<file path="src/rtl/digit_demux4_if.sv">
// ---------------------------------------------------------------------------
// digit_demux4_if
//
// Bundles the beat source handshake and the committed frame outputs of
// digit_demux4 into one interface.
//
//   in_valid   source presents a beat on in_data
//   in_sof     beat is slot 0 (start of frame)
//   in_data    slot data for the current beat (W bits)
//   in_ready   block can accept a beat this cycle
//   A, B, C, D committed slot 0..3 values (W bits each)
//   frame_done one-cycle pulse when A..D update
//   err_sof    one-cycle pulse on a frame protocol error
//   slot       index of the next slot to be filled
//   frame_cnt  number of committed frames, wraps 255 -> 0
//
// The master modport is the beat source (and observer of the results).
// The slave modport is the demultiplexer itself.
// ---------------------------------------------------------------------------
interface digit_demux4_if #(
    parameter int W = 4
);
    logic         in_valid;
    logic         in_sof;
    logic [W-1:0] in_data;
    logic         in_ready;
    logic [W-1:0] A;
    logic [W-1:0] B;
    logic [W-1:0] C;
    logic [W-1:0] D;
    logic         frame_done;
    logic         err_sof;
    logic [1:0]   slot;
    logic [7:0]   frame_cnt;

    modport master (
        output in_valid,
        output in_sof,
        output in_data,
        input  in_ready,
        input  A,
        input  B,
        input  C,
        input  D,
        input  frame_done,
        input  err_sof,
        input  slot,
        input  frame_cnt
    );

    modport slave (
        input  in_valid,
        input  in_sof,
        input  in_data,
        output in_ready,
        output A,
        output B,
        output C,
        output D,
        output frame_done,
        output err_sof,
        output slot,
        output frame_cnt
    );
endinterface

</file>
<file path="src/rtl/digit_demux4.sv">
// ---------------------------------------------------------------------------
// digit_demux4
//
// Collects four W-bit beats (slot 0 marked by in_sof) into a shadow
// register and, once a full frame has arrived, commits all four slots to
// the registered outputs A..D in a single cycle.
//
// Ports:
//   clk  single clock, rising edge
//   rst  asynchronous, active-high reset
//   bus  digit_demux4_if.slave
//          in_valid / in_sof / in_data  beat input
//          in_ready                     accept qualifier (low in COMMIT
//                                       and while rst is high)
//          A, B, C, D                   committed slots
//          frame_done, err_sof          one-cycle event pulses
//          slot                         next slot to be filled
//          frame_cnt                    committed frame counter
//
// Frame protocol:
//   IDLE    waits for a start-of-frame beat; a beat without in_sof is
//           dropped and flagged on err_sof.
//   COLLECT fills slots 1..3; a fresh in_sof restarts the frame at slot 0
//           (flagged on err_sof) so a partial frame is never committed.
//   COMMIT  one cycle with in_ready low; its closing edge copies the
//           shadow into A..D, pulses frame_done and bumps frame_cnt.
// ---------------------------------------------------------------------------
module digit_demux4 #(
    parameter int W = 4
) (
    input  logic           clk,
    input  logic           rst,
    digit_demux4_if.slave  bus
);

    typedef enum logic [1:0] {
        IDLE    = 2'd0,
        COLLECT = 2'd1,
        COMMIT  = 2'd2
    } state_t;

    state_t       state_q;
    state_t       state_d;

    logic [1:0]   slot_q;
    logic [1:0]   slot_d;
    logic [W-1:0] shadow_q [4];
    logic [W-1:0] shadow_d [4];
    logic [W-1:0] a_q;
    logic [W-1:0] a_d;
    logic [W-1:0] b_q;
    logic [W-1:0] b_d;
    logic [W-1:0] c_q;
    logic [W-1:0] c_d;
    logic [W-1:0] d_q;
    logic [W-1:0] d_d;
    logic         frame_done_q;
    logic         frame_done_d;
    logic         err_sof_q;
    logic         err_sof_d;
    logic [7:0]   frame_cnt_q;
    logic [7:0]   frame_cnt_d;

    logic         in_ready;
    logic         accept;

    // A beat only counts on an edge where both sides agree; every shadow
    // and slot update below is gated by this.
    assign accept = bus.in_valid && in_ready;

    // -----------------------------------------------------------------------
    // FSM state register.
    // -----------------------------------------------------------------------
    always_ff @(posedge clk or posedge rst) begin
        if (rst) begin
            state_q <= IDLE;
        end else begin
            state_q <= state_d;
        end
    end

    // -----------------------------------------------------------------------
    // FSM next-state logic. A restart (in_sof while collecting) keeps us in
    // COLLECT; only a non-sof beat landing in slot 3 moves on to COMMIT,
    // which always lasts exactly one cycle.
    // -----------------------------------------------------------------------
    always_comb begin
        state_d = state_q;
        unique case (state_q)
            IDLE: begin
                if (accept && bus.in_sof) begin
                    state_d = COLLECT;
                end
            end
            COLLECT: begin
                if (accept && !bus.in_sof && (slot_q == 2'd3)) begin
                    state_d = COMMIT;
                end
            end
            COMMIT: begin
                state_d = IDLE;
            end
            default: begin
                state_d = IDLE;
            end
        endcase
    end

    // -----------------------------------------------------------------------
    // FSM output logic. in_ready is held low during reset so the source
    // cannot believe a beat was taken while the block is being cleared.
    // -----------------------------------------------------------------------
    always_comb begin
        in_ready = 1'b0;
        if (!rst && (state_q != COMMIT)) begin
            in_ready = 1'b1;
        end
    end

    // -----------------------------------------------------------------------
    // Datapath next-state logic. Everything holds by default and the two
    // event pulses default low so they last exactly one cycle. The slot
    // counter is two bits wide, so advancing from 3 wraps back to 0 as the
    // frame heads into COMMIT.
    // -----------------------------------------------------------------------
    always_comb begin
        slot_d       = slot_q;
        shadow_d     = shadow_q;
        a_d          = a_q;
        b_d          = b_q;
        c_d          = c_q;
        d_d          = d_q;
        frame_cnt_d  = frame_cnt_q;
        frame_done_d = 1'b0;
        err_sof_d    = 1'b0;

        unique case (state_q)
            IDLE: begin
                if (accept) begin
                    if (bus.in_sof) begin
                        shadow_d[0] = bus.in_data;
                        slot_d      = 2'd1;
                    end else begin
                        err_sof_d   = 1'b1;
                    end
                end
            end
            COLLECT: begin
                if (accept) begin
                    if (bus.in_sof) begin
                        shadow_d[0] = bus.in_data;
                        slot_d      = 2'd1;
                        err_sof_d   = 1'b1;
                    end else begin
                        shadow_d[slot_q] = bus.in_data;
                        slot_d           = slot_q + 2'd1;
                    end
                end
            end
            COMMIT: begin
                a_d          = shadow_q[0];
                b_d          = shadow_q[1];
                c_d          = shadow_q[2];
                d_d          = shadow_q[3];
                frame_done_d = 1'b1;
                frame_cnt_d  = frame_cnt_q + 8'd1;
            end
            default: begin
                slot_d = 2'd0;
            end
        endcase
    end

    // -----------------------------------------------------------------------
    // Datapath registers. Reset clears the committed outputs as well as the
    // shadow, so an interrupted frame never leaves stale data on A..D.
    // -----------------------------------------------------------------------
    always_ff @(posedge clk or posedge rst) begin
        if (rst) begin
            slot_q       <= 2'd0;
            for (int i = 0; i < 4; i++) begin
                shadow_q[i] <= '0;
            end
            a_q          <= '0;
            b_q          <= '0;
            c_q          <= '0;
            d_q          <= '0;
            frame_done_q <= 1'b0;
            err_sof_q    <= 1'b0;
            frame_cnt_q  <= 8'd0;
        end else begin
            slot_q       <= slot_d;
            for (int i = 0; i < 4; i++) begin
                shadow_q[i] <= shadow_d[i];
            end
            a_q          <= a_d;
            b_q          <= b_d;
            c_q          <= c_d;
            d_q          <= d_d;
            frame_done_q <= frame_done_d;
            err_sof_q    <= err_sof_d;
            frame_cnt_q  <= frame_cnt_d;
        end
    end

    assign bus.in_ready   = in_ready;
    assign bus.A          = a_q;
    assign bus.B          = b_q;
    assign bus.C          = c_q;
    assign bus.D          = d_q;
    assign bus.frame_done = frame_done_q;
    assign bus.err_sof    = err_sof_q;
    assign bus.slot       = slot_q;
    assign bus.frame_cnt  = frame_cnt_q;

endmodule
</file>
<file path="src/flat_wrapper.sv">
// flat-port wrapper written by rule: the top's interface ports become plain ports
module digit_demux4_flat 
#(
    parameter int W = 4
)
  (clk, rst, bus_in_valid, bus_in_sof, bus_in_data, bus_in_ready, bus_A, bus_B, bus_C, bus_D, bus_frame_done, bus_err_sof, bus_slot, bus_frame_cnt);
  digit_demux4_if #(.W(W)) bus_i ();
  input  logic clk;
  input  logic rst;
  input wire logic [$bits(bus_i.in_valid)-1:0] bus_in_valid;
  input wire logic [$bits(bus_i.in_sof)-1:0] bus_in_sof;
  input wire logic [$bits(bus_i.in_data)-1:0] bus_in_data;
  output wire logic [$bits(bus_i.in_ready)-1:0] bus_in_ready;
  output wire logic [$bits(bus_i.A)-1:0] bus_A;
  output wire logic [$bits(bus_i.B)-1:0] bus_B;
  output wire logic [$bits(bus_i.C)-1:0] bus_C;
  output wire logic [$bits(bus_i.D)-1:0] bus_D;
  output wire logic [$bits(bus_i.frame_done)-1:0] bus_frame_done;
  output wire logic [$bits(bus_i.err_sof)-1:0] bus_err_sof;
  output wire logic [$bits(bus_i.slot)-1:0] bus_slot;
  output wire logic [$bits(bus_i.frame_cnt)-1:0] bus_frame_cnt;
  assign bus_i.in_valid = bus_in_valid;
  assign bus_i.in_sof = bus_in_sof;
  assign bus_i.in_data = bus_in_data;
  assign bus_in_ready = bus_i.in_ready;
  assign bus_A = bus_i.A;
  assign bus_B = bus_i.B;
  assign bus_C = bus_i.C;
  assign bus_D = bus_i.D;
  assign bus_frame_done = bus_i.frame_done;
  assign bus_err_sof = bus_i.err_sof;
  assign bus_slot = bus_i.slot;
  assign bus_frame_cnt = bus_i.frame_cnt;
  digit_demux4 #(.W(W)) u_core (.clk(clk), .rst(rst), .bus(bus_i));
endmodule
</file>
<file path="config.mk">
export PLATFORM = sky130hd
export DESIGN_NAME = digit_demux4_flat
export DESIGN_NICKNAME = d
export VERILOG_FILES = /design/src/rtl/digit_demux4_if.sv /design/src/rtl/digit_demux4.sv /design/src/flat_wrapper.sv
export SDC_FILE = /design/constraint.sdc
export NUM_CORES = 1
export LEC_CHECK = 0
export CORE_MARGIN = 4
export CORE_UTILIZATION = 46
export CTS_CLUSTER_SIZE = 28
export DETAILED_ROUTE_END_ITERATION = 6
export PLACE_DENSITY = 0.75
export SYNTH_ARGS = -nofsm -noshare
export SYNTH_HDL_FRONTEND = slang
export SYNTH_SLANG_ARGS = --single-unit
</file>
<file path="constraint.sdc">
create_clock -name clk -period 1.4 [get_ports clk]
set_input_delay 0.35 -clock clk [delete_from_list [all_inputs] [get_ports clk]]
set_output_delay 0.35 -clock clk [all_outputs]
set_load 0.005 [all_outputs]
</file>
# [Word-level counts from Yosys, hierarchy flattened]
# Cells that the tools add are included.
[totals] regBits=46 inputBits=8 wordCells=67
[classes] n_addsub=2 magnitude_cmp=2 eq_ne=9 muxes=24 n_bitwise=3 n_reduce_logical=14
[op_table] operator="bitwise mux 16 bit" n=1
[op_table] operator="2-to-1 mux 16 bit" n=1
[op_table] operator="2-to-1 mux 4 bit" n=4
[op_table] operator="2-to-1 mux 12 bit" n=1
[op_table] operator="2-to-1 mux 2 bit" n=6
[op_table] operator="adder 8 x 1 -> 8 bit, second input constant" n=1
[op_table] operator="demux 4 bit (select 2 bit)" n=1
[op_table] operator="!= test 2 x 1 -> 1 bit, second input constant" n=4
[op_table] operator="one-hot mux 4 bit (2 select lines)" n=1
[op_table] operator="AND reduction 4 bit" n=2
[op_table] operator="logical AND 1 bit" n=6
[op_table] operator="2-to-1 mux 1 bit" n=6
[op_table] operator="one-hot mux 2 bit (3 select lines)" n=1
[op_table] operator="== test 2 bit, second input constant" n=2
[op_table] operator="!= test 2 bit, second input constant" n=2
[op_table] operator="one-hot mux 2 bit (2 select lines)" n=1
[op_table] operator=">= comparator 3 bit, second input constant" n=1
[op_table] operator="< comparator 3 x 1 -> 1 bit, second input constant" n=1
[op_table] operator="inverter 2 -> 3 bit" n=1
[op_table] operator="AND reduction 3 bit" n=1
[op_table] operator="adder 2 x 1 -> 2 bit, second input constant" n=1
[op_table] operator="== test 2 x 1 -> 1 bit, second input constant" n=1
[op_table] operator="zero test 1 bit" n=2
[op_table] operator="zero test 2 bit" n=1
[op_table] operator="4 further kinds" n=5

# [Depth between registers and ports, before layout]
# Gate-level depths: netlist of run 1.
[logic_depth] word_depth=9 depth_mapped=5

# [Least setup slack after synthesis of run 1]
# No wires, ideal clock.
[synth_path] path_type="register -> register" startpoint="register u_core.state_q[0]" endpoint="register u_core.shadow_q[0] (netlist name)" setup_time_ns=0.125 t_arrival_ns=1.446 path_slack_ns=-0.171 path_stages_with_launch=6 path_buffers=0 synth_period_minus_slack_ns=1.571 cell_sequence="dfrtp_1 > nor2b_1 > ha_1 > nand3_1 > nor3_4 > mux2_2"
[synth_via] elab_chain_cells=5 word_cells_on_any_way=6 classes_between="2 x eq/ne; 1 x mux; 3 x reduce/logical"
[synth_lines] element="start: declaration" line_no="digit_demux4.sv:42" source="state_t state_q;"
[synth_lines] element="start signal: assignment" line_no="digit_demux4.sv:78" source="state_q <= state_d;"
[synth_lines] element="!= test 2 bit" line_no="digit_demux4.sv:115" source="if (!rst && (state_q != COMMIT)) begin"
[synth_lines] element="logical AND 1 bit" line_no="digit_demux4.sv:115"
[synth_lines] element="2-to-1 mux 1 bit" line_no="digit_demux4.sv:115"
[synth_lines] element="logical AND 1 bit" line_no="digit_demux4.sv:69" source="assign accept = bus.in_valid && in_ready;"
[synth_lines] element="AND reduction 3 bit (no source line) (*)"
[synth_lines] element="end signal: indexed assignment" line_no="digit_demux4.sv:194" source="shadow_q[i] <= shadow_d[i];"
[synth_lines] element="end: declaration" line_no="digit_demux4.sv:47" source="logic [W-1:0] shadow_q [4];"
# Mark *: on every way between the ends. The rest lies on a longest branch, timed or not.
# A chain may end at the register's enable or synchronous reset.

# [Worst setup path after layout of run 1]
[layout_path] startpoint="register u_core.state_q[1]" endpoint="register u_core.shadow_q[0] (netlist name)"
# The elaborated chain is that of the path after synthesis.

==> out/results.ini, run 1 <==
[outcome]
status = finished with violations
violations = negative setup slack

[power]
ir_drop_mv = 0.818
pwr-share-seq = 0.446
p_switching_uw = 1100
powerDensity_mw_per_mm2 = 1370
power.internal_uw = 2880
power.share.switching = 0.277
leakage_uw = 0.00149
p_clk_frac = 0.243
p_comb_frac = 0.311

[grt]
gr-usage-all-layers = 0.179
grt_pass1_wl_mm = 7.38
overflow = 0
grt_max_degree = 32
grt_pass1_vias = 1568
antenna_found_initial = 0

[critical_path]
cp_max_fo = 5
critical_path.top_delay_family = simple AND/OR/NAND/NOR gates
reg2reg_depth = 6
r2r-start = u_core.state_q[1]
end_kind = register
rr_endpoint = u_core.shadow_q[0]
cp_num_cells = 6
crit_path_start_kind = register
worstSetupEndpoint = u_core.shadow_q[0]
slowest_delay_ps = 400
cp_num_buf_inv = 1
critPathSlowestCell = dfrtp_1
required_ps = 1580
r2r_setup_slack_ps = -280
critPathLaunch = u_core.state_q[1]
cp.arrival_ps = 1860
crit_type = reg2reg
crit_chain = buf_6 > nor2b_4 > ha_4 > nand3_2 > nor3_4 > mux2_2

[placed_design]
hpwlAfterDp_mm = 3.17
pre_cts_slack_ps = -561
numPortBuffers = 36
placed_cell_area_mm2 = 0.00260
gp_congestion = 0.877

[logic_synthesis]
ys_seq_area_frac = 0.578
yosysTopAreaCell = dfrtp_1
synth_top_area_frac = 0.578
synth_seq_cells = 46
synth.distinct_cells = 27
synth_cells = 143
syn_avg_cell_area_um2 = 13.9
ys_top_cells_by_area = dfrtp_1 (58%), mux2_2 (16%), ha_1 (3.8%)
synth_area_mm2 = 0.00199
yosysWarnings = 0
synth_nets = 157

[clock_network]
cts_tree = built
cts_root_buf = clkbuf_8
clkTransAtPathRegs_ps = 90
clockBufferDepth = 2
cts_sinks = 46
cts_buffers = 5
htreeDepth = 2
clock_latency_ps = 290
holdBufCountCts = 0

[run]
maxCapViolCount = 0

[cells_and_area]
utilization = 0.712
diodes = 0
nFillCells = 281
syn_to_final_growth_pct = 46.2
drive_gt1_frac = 0.416
nets = 232
fin_area_mm2 = 0.00291
final_cell_mix = dfrtp_1 (46), buf_4 (30), dlygate4sd2_1 (28)
final_common_cell = dfrtp_1

[route]
wirelength_mm = 4.52
ant_nets = 0
wl_per_cell_um = 16.8
drtIter0Drc = 67
via_per_inst = 5.37
drc = 0
drtPass1Iterations = 4
vias = 1444

[worst_hold_path]
hold_path_class = in2async

[timing]
post-route-min-period_ps = 1680
max_clock_freq_mhz = 596
post-route-period-util = 1.20
fin_tns_setup_ps = -4020
slew_violations = 0
finalSetupViolCount = 22
rsz0062_at_grt = true
skew_ps = 5.04
max-slew-margin-rel = 0.770
worst_slack_ps = -279
final-hold-violation-count = 0
worst_slew_pin_slew_ps = 346

[die]
coreArea_mm2 = 0.00409
row_count = 23
die_area_mm2 = 0.00545
start_util = 0.487
die_h_um = 73.8
io_pins = 37
fp.dieW_um = 73.8

## layer usage
| layer | wire (um) | track usage | vias to the layer above |
|---|---|---|---|
| met5 | 0 | 0 | - |
| met4 | 62 | 0.0684 | 0 |
| met3 | 223 | 0.0438 | 10 |
| met2 | 2370 | 0.308 | 41 |
| met1 | 1870 | 0.215 | 729 |
| li1 | - | - | 664 |
## cell usage after synthesis
master	number
xnor2_1	6
a21o_1	1
nor2b_1	3
dfrtp_1	46
nor3b_1	5
nor3_4	3
nand3_1	3
mux2_2	29
nand2_1	3
nor2_1	3
a22o_1	2
nand2b_4	1
buf_2	3
and2_1	2
ha_1	6
buf_4	1
and4b_1	1
o21ai_0	3
o22ai_1	1
inv_1	6
and3_1	2
xor2_1	1
a32o_1	4
a2111o_1	1
a21oi_1	2
nand4_1	4
and2b_2	1
## through the flow
step,hold slack (ps),std cells,power (uW)
after floorplan,367,143,2310
after global placement,462,247,2820
after detailed placement,470,247,2880
after CTS,493,269,3940
after global routing,521,269,4210
final,500,269,3990
## power by group through the flow
stage	combinational, uW	sequential (uW)	clock [uW]
3_3_place_gp	1030	1790	0
4_1_cts	1200	1760	982
3_5_place_dp	1080	1800	0
6_report	1240	1780	968
5_1_grt	1360	1810	1040
2_1_floorplan	524	1790	0
## how the worst min path moves through the flow
stage,startpoint,to,slack (ps),cells after the start
CTS,rst,u_core.shadow_q[6],490,4
detailed placement,u_core.bus.frame_cnt[7],u_core.bus.frame_cnt[7],470,1
finish,rst,u_core.shadow_q[6],500,4
global placement,u_core.bus.frame_cnt[7],u_core.bus.frame_cnt[7],460,1
global route,u_core.bus.D[0],u_core.bus.D[0],520,1
floorplan,rst,u_core.bus.A[0],370,1
## final cells by class
cell class	instances	area, um2	share of cell area
clock buffer	6	72.6	0.0249
clock inverter	2	37.5	0.0129
inverter	6	26.3	0.00902
multi-input combinational	87	922	0.317
tap	50	62.6	0.0215
timing repair buffer	72	639	0.220
sequential	46	1150	0.395
## worst register-to-register path, stage by stage, from the launching register on
cell and delay, ps:
dfrtp_1 400, buf_6 130, nor2b_4 130, ha_4 180, nand3_2 90, nor3_4 270, mux2_2 380
## what timing repair did
item	CTS	global route
setup endpoints to repair	57	37
pin swaps	3	1
gates cloned	0	1
resized for setup	46	24
setup buffers	15	1
## sequential cells by signal, indices dropped and copies added, names as in the netlist
signal                 flops
u_core.bus.C               4
u_core.bus.A               4
u_core.state_q             2
u_core.bus.D               4
u_core.bus.frame_cnt       8
u_core.bus.err_sof         1
u_core.bus.frame_done      1
u_core.bus.slot            2
u_core.shadow_q           16
u_core.bus.B               4
## logic make-up (layout without fill, tap and decap cells)
logic type	after synthesis	count (layout)	share of synthesized area
multiplexers	29	29	0.164
buffers and inverters	10	86	0.0226
adder cells (fa/ha/maj)	6	6	0.0377
AND/OR/NAND/NOR	31	31	0.113
AO/OA/AOI/OAI	14	14	0.0540
XOR/XNOR	7	7	0.0308
flip-flops	46	46	0.578
No activity file was read; power rests on OpenSTA's default activity.
==> run 2, diff against run 1 <==
Settings changed: CAP_MARGIN from default to 15, CORE_MARGIN 4 to 2, GPL_ROUTABILITY_DRIVEN from default to 0.
==> run 2 against run 1 <==
  * The flow still finishes with violations (negative setup slack)
  * Sequential power barely moved
  * First-iteration DRC count down 1.5%
  * Non-clock buffer count increased by 1
  * Utilization fell by 0.67 points
  * Worst hold slack got worse by 130 ps
  * Critical path type unchanged
  * Highest routed layer unchanged
==> out/results.ini, run 2 (synthesis gave the netlist of run 1 again) <==
[outcome]
status = finished with violations
violations = negative setup slack

[power]
pwr-share-seq = 0.452
p_comb_frac = 0.346
p_clk_frac = 0.202
p_switching_uw = 1130
leakage_uw = 0.00150
power.internal_uw = 2780
power.share.switching = 0.290
powerDensity_mw_per_mm2 = 1350
power.total_uw = 3910
ir_drop_mv = 0.779

[route]
ant_nets = 0
wirelength_mm = 4.33
drtIter0Drc = 66
vias = 1441
wl_per_cell_um = 16.0
via_per_inst = 5.34
drtPass1Iterations = 4
drc = 0

[timing]
whs_ps = 370
post-route-period-util = 1.21
finalSetupViolCount = 29
rsz0062_at_grt = true
worst_slack_ps = -290
post-route-min-period_ps = 1690
max_clock_freq_mhz = 592
slew_violations = 0
max-slew-margin-rel = 0.729
worst_slew_pin_slew_ps = 406
final-hold-violation-count = 0
fin_tns_setup_ps = -5150
skew_ps = 4.24

[critical_path]
r2r-start = u_core.state_q[1]
required_ps = 1590
cp_num_cells = 7
crit_path_start_kind = register
cp.arrival_ps = 1880
crit_type = reg2reg
cp_max_fo = 5
critPathLaunch = u_core.state_q[1]
end_kind = register
cp_num_buf_inv = 2
reg2reg_depth = 7
rr_endpoint = u_core.shadow_q[3]
r2r_setup_slack_ps = -290
crit_top_cell = buf_6
critical_path.top_delay_family = simple AND/OR/NAND/NOR gates
crit_chain = buf_6 > nor2b_4 > ha_4 > nand3_4 > nor3_4 > buf_6 > mux2_4
critPathSlowestCell = dfrtp_1
slowest_delay_ps = 400
worstSetupEndpoint = u_core.shadow_q[3]

[clock_network]
cts_root_buf = clkbuf_8
htreeDepth = 2
holdBufCountCts = 0
clock_latency_ps = 300
cts_tree = built
clkTransAtPathRegs_ps = 80
cts_buffers = 5
clockBufferDepth = 2
cts_sinks = 46

[die]
row_count = 23
coreArea_mm2 = 0.00409
die_h_um = 69.8
fp.dieW_um = 69.8
die_area_mm2 = 0.00487
start_util = 0.487
io_pins = 37

[cells_and_area]
nets = 233
syn_to_final_growth_pct = 44.8
regMostFlops = u_core.shadow_q
nFillCells = 298
register_area_mm2 = 0.00115
drive_gt1_frac = 0.414
final_common_cell = dfrtp_1
fin_area_mm2 = 0.00288
utilization = 0.706
largest_register_ffs = 16
multiInputGateArea_um2 = 916
diodes = 0
final_cell_mix = dfrtp_1 (46), buf_4 (30), dlygate4sd2_1 (29)

[grt]
grtUsageMet2 = 0.314
overflow = 0
antenna_found_initial = 0
grt_pass1_vias = 1490
grt_max_degree = 22
use_met3 = 0.0523
busiest_layer = met2
gr-usage-all-layers = 0.185
use_met1 = 0.226
grt_pass1_wl_mm = 7.12

[worst_hold_path]
hold_path_class = in2async

[placed_design]
numPortBuffers = 36
placed_cell_area_mm2 = 0.00260
hpwlAfterDp_mm = 3.00

[run]
maxCapViolCount = 0

run 2: final cells by class:
class | count | share of cell area
clock inverters | 2 | 0.00477
clock buffers | 6 | 0.0252
flip-flops and latches | 46 | 0.399
well taps | 50 | 0.0217
repair buffers | 73 | 0.223
inverters | 6 | 0.00911
multi-input cells | 87 | 0.318
run 2: timing repair:
action	4_1_cts	5_1_grt
setup buffers	15	3
gates cloned	0	0
pin swaps	4	4
setup endpoints to repair	55	31
gates resized for setup	44	18
run 2: through the flow:
| step | std cells | setup WS [ps] |
|---|---|---|
| 2_1_floorplan | 143 | -136 |
| 3_3_place_gp | 245 | -541 |
| 3_5_place_dp | 245 | -573 |
| 4_1_cts | 268 | -268 |
| 5_1_grt | 270 | -333 |
| 6_report | 270 | -290 |
run 2: power by group through the flow:
stage | Sequential, uW | Combinational [uW] | Clock (uW)
after floorplan | 1790 | 524 | 0
after global placement | 1790 | 1030 | 0
after detailed placement | 1800 | 1070 | 0
after CTS | 1760 | 1210 | 813
after global routing | 1800 | 1470 | 880
final | 1770 | 1350 | 790
run 2: routing by layer:
metal,vias to the layer above,wire length (um)
li1,660,-
met1,737,1840
met2,35,2260
met3,9,154
met4,0,70
met5,-,0
run 2: worst min-delay path by stage:
stage / to / from / cells past startpoint
CTS: u_core.state_q[1] / rst / 3
detailed placement: u_core.bus.frame_cnt[7] / u_core.bus.frame_cnt[7] / 1
finish: u_core.state_q[1] / rst / 3
floorplan: u_core.bus.A[0] / rst / 1
global route: u_core.state_q[1] / rst / 3
global placement: u_core.bus.frame_cnt[7] / u_core.bus.frame_cnt[7] / 1
run 2: worst register-to-register path: stages, from the launching register on:
cell and delay, ps:
dfrtp_1 400, buf_6 130, nor2b_4 130, ha_4 200, nand3_4 90, nor3_4 190
buf_6 150, mux2_4 300
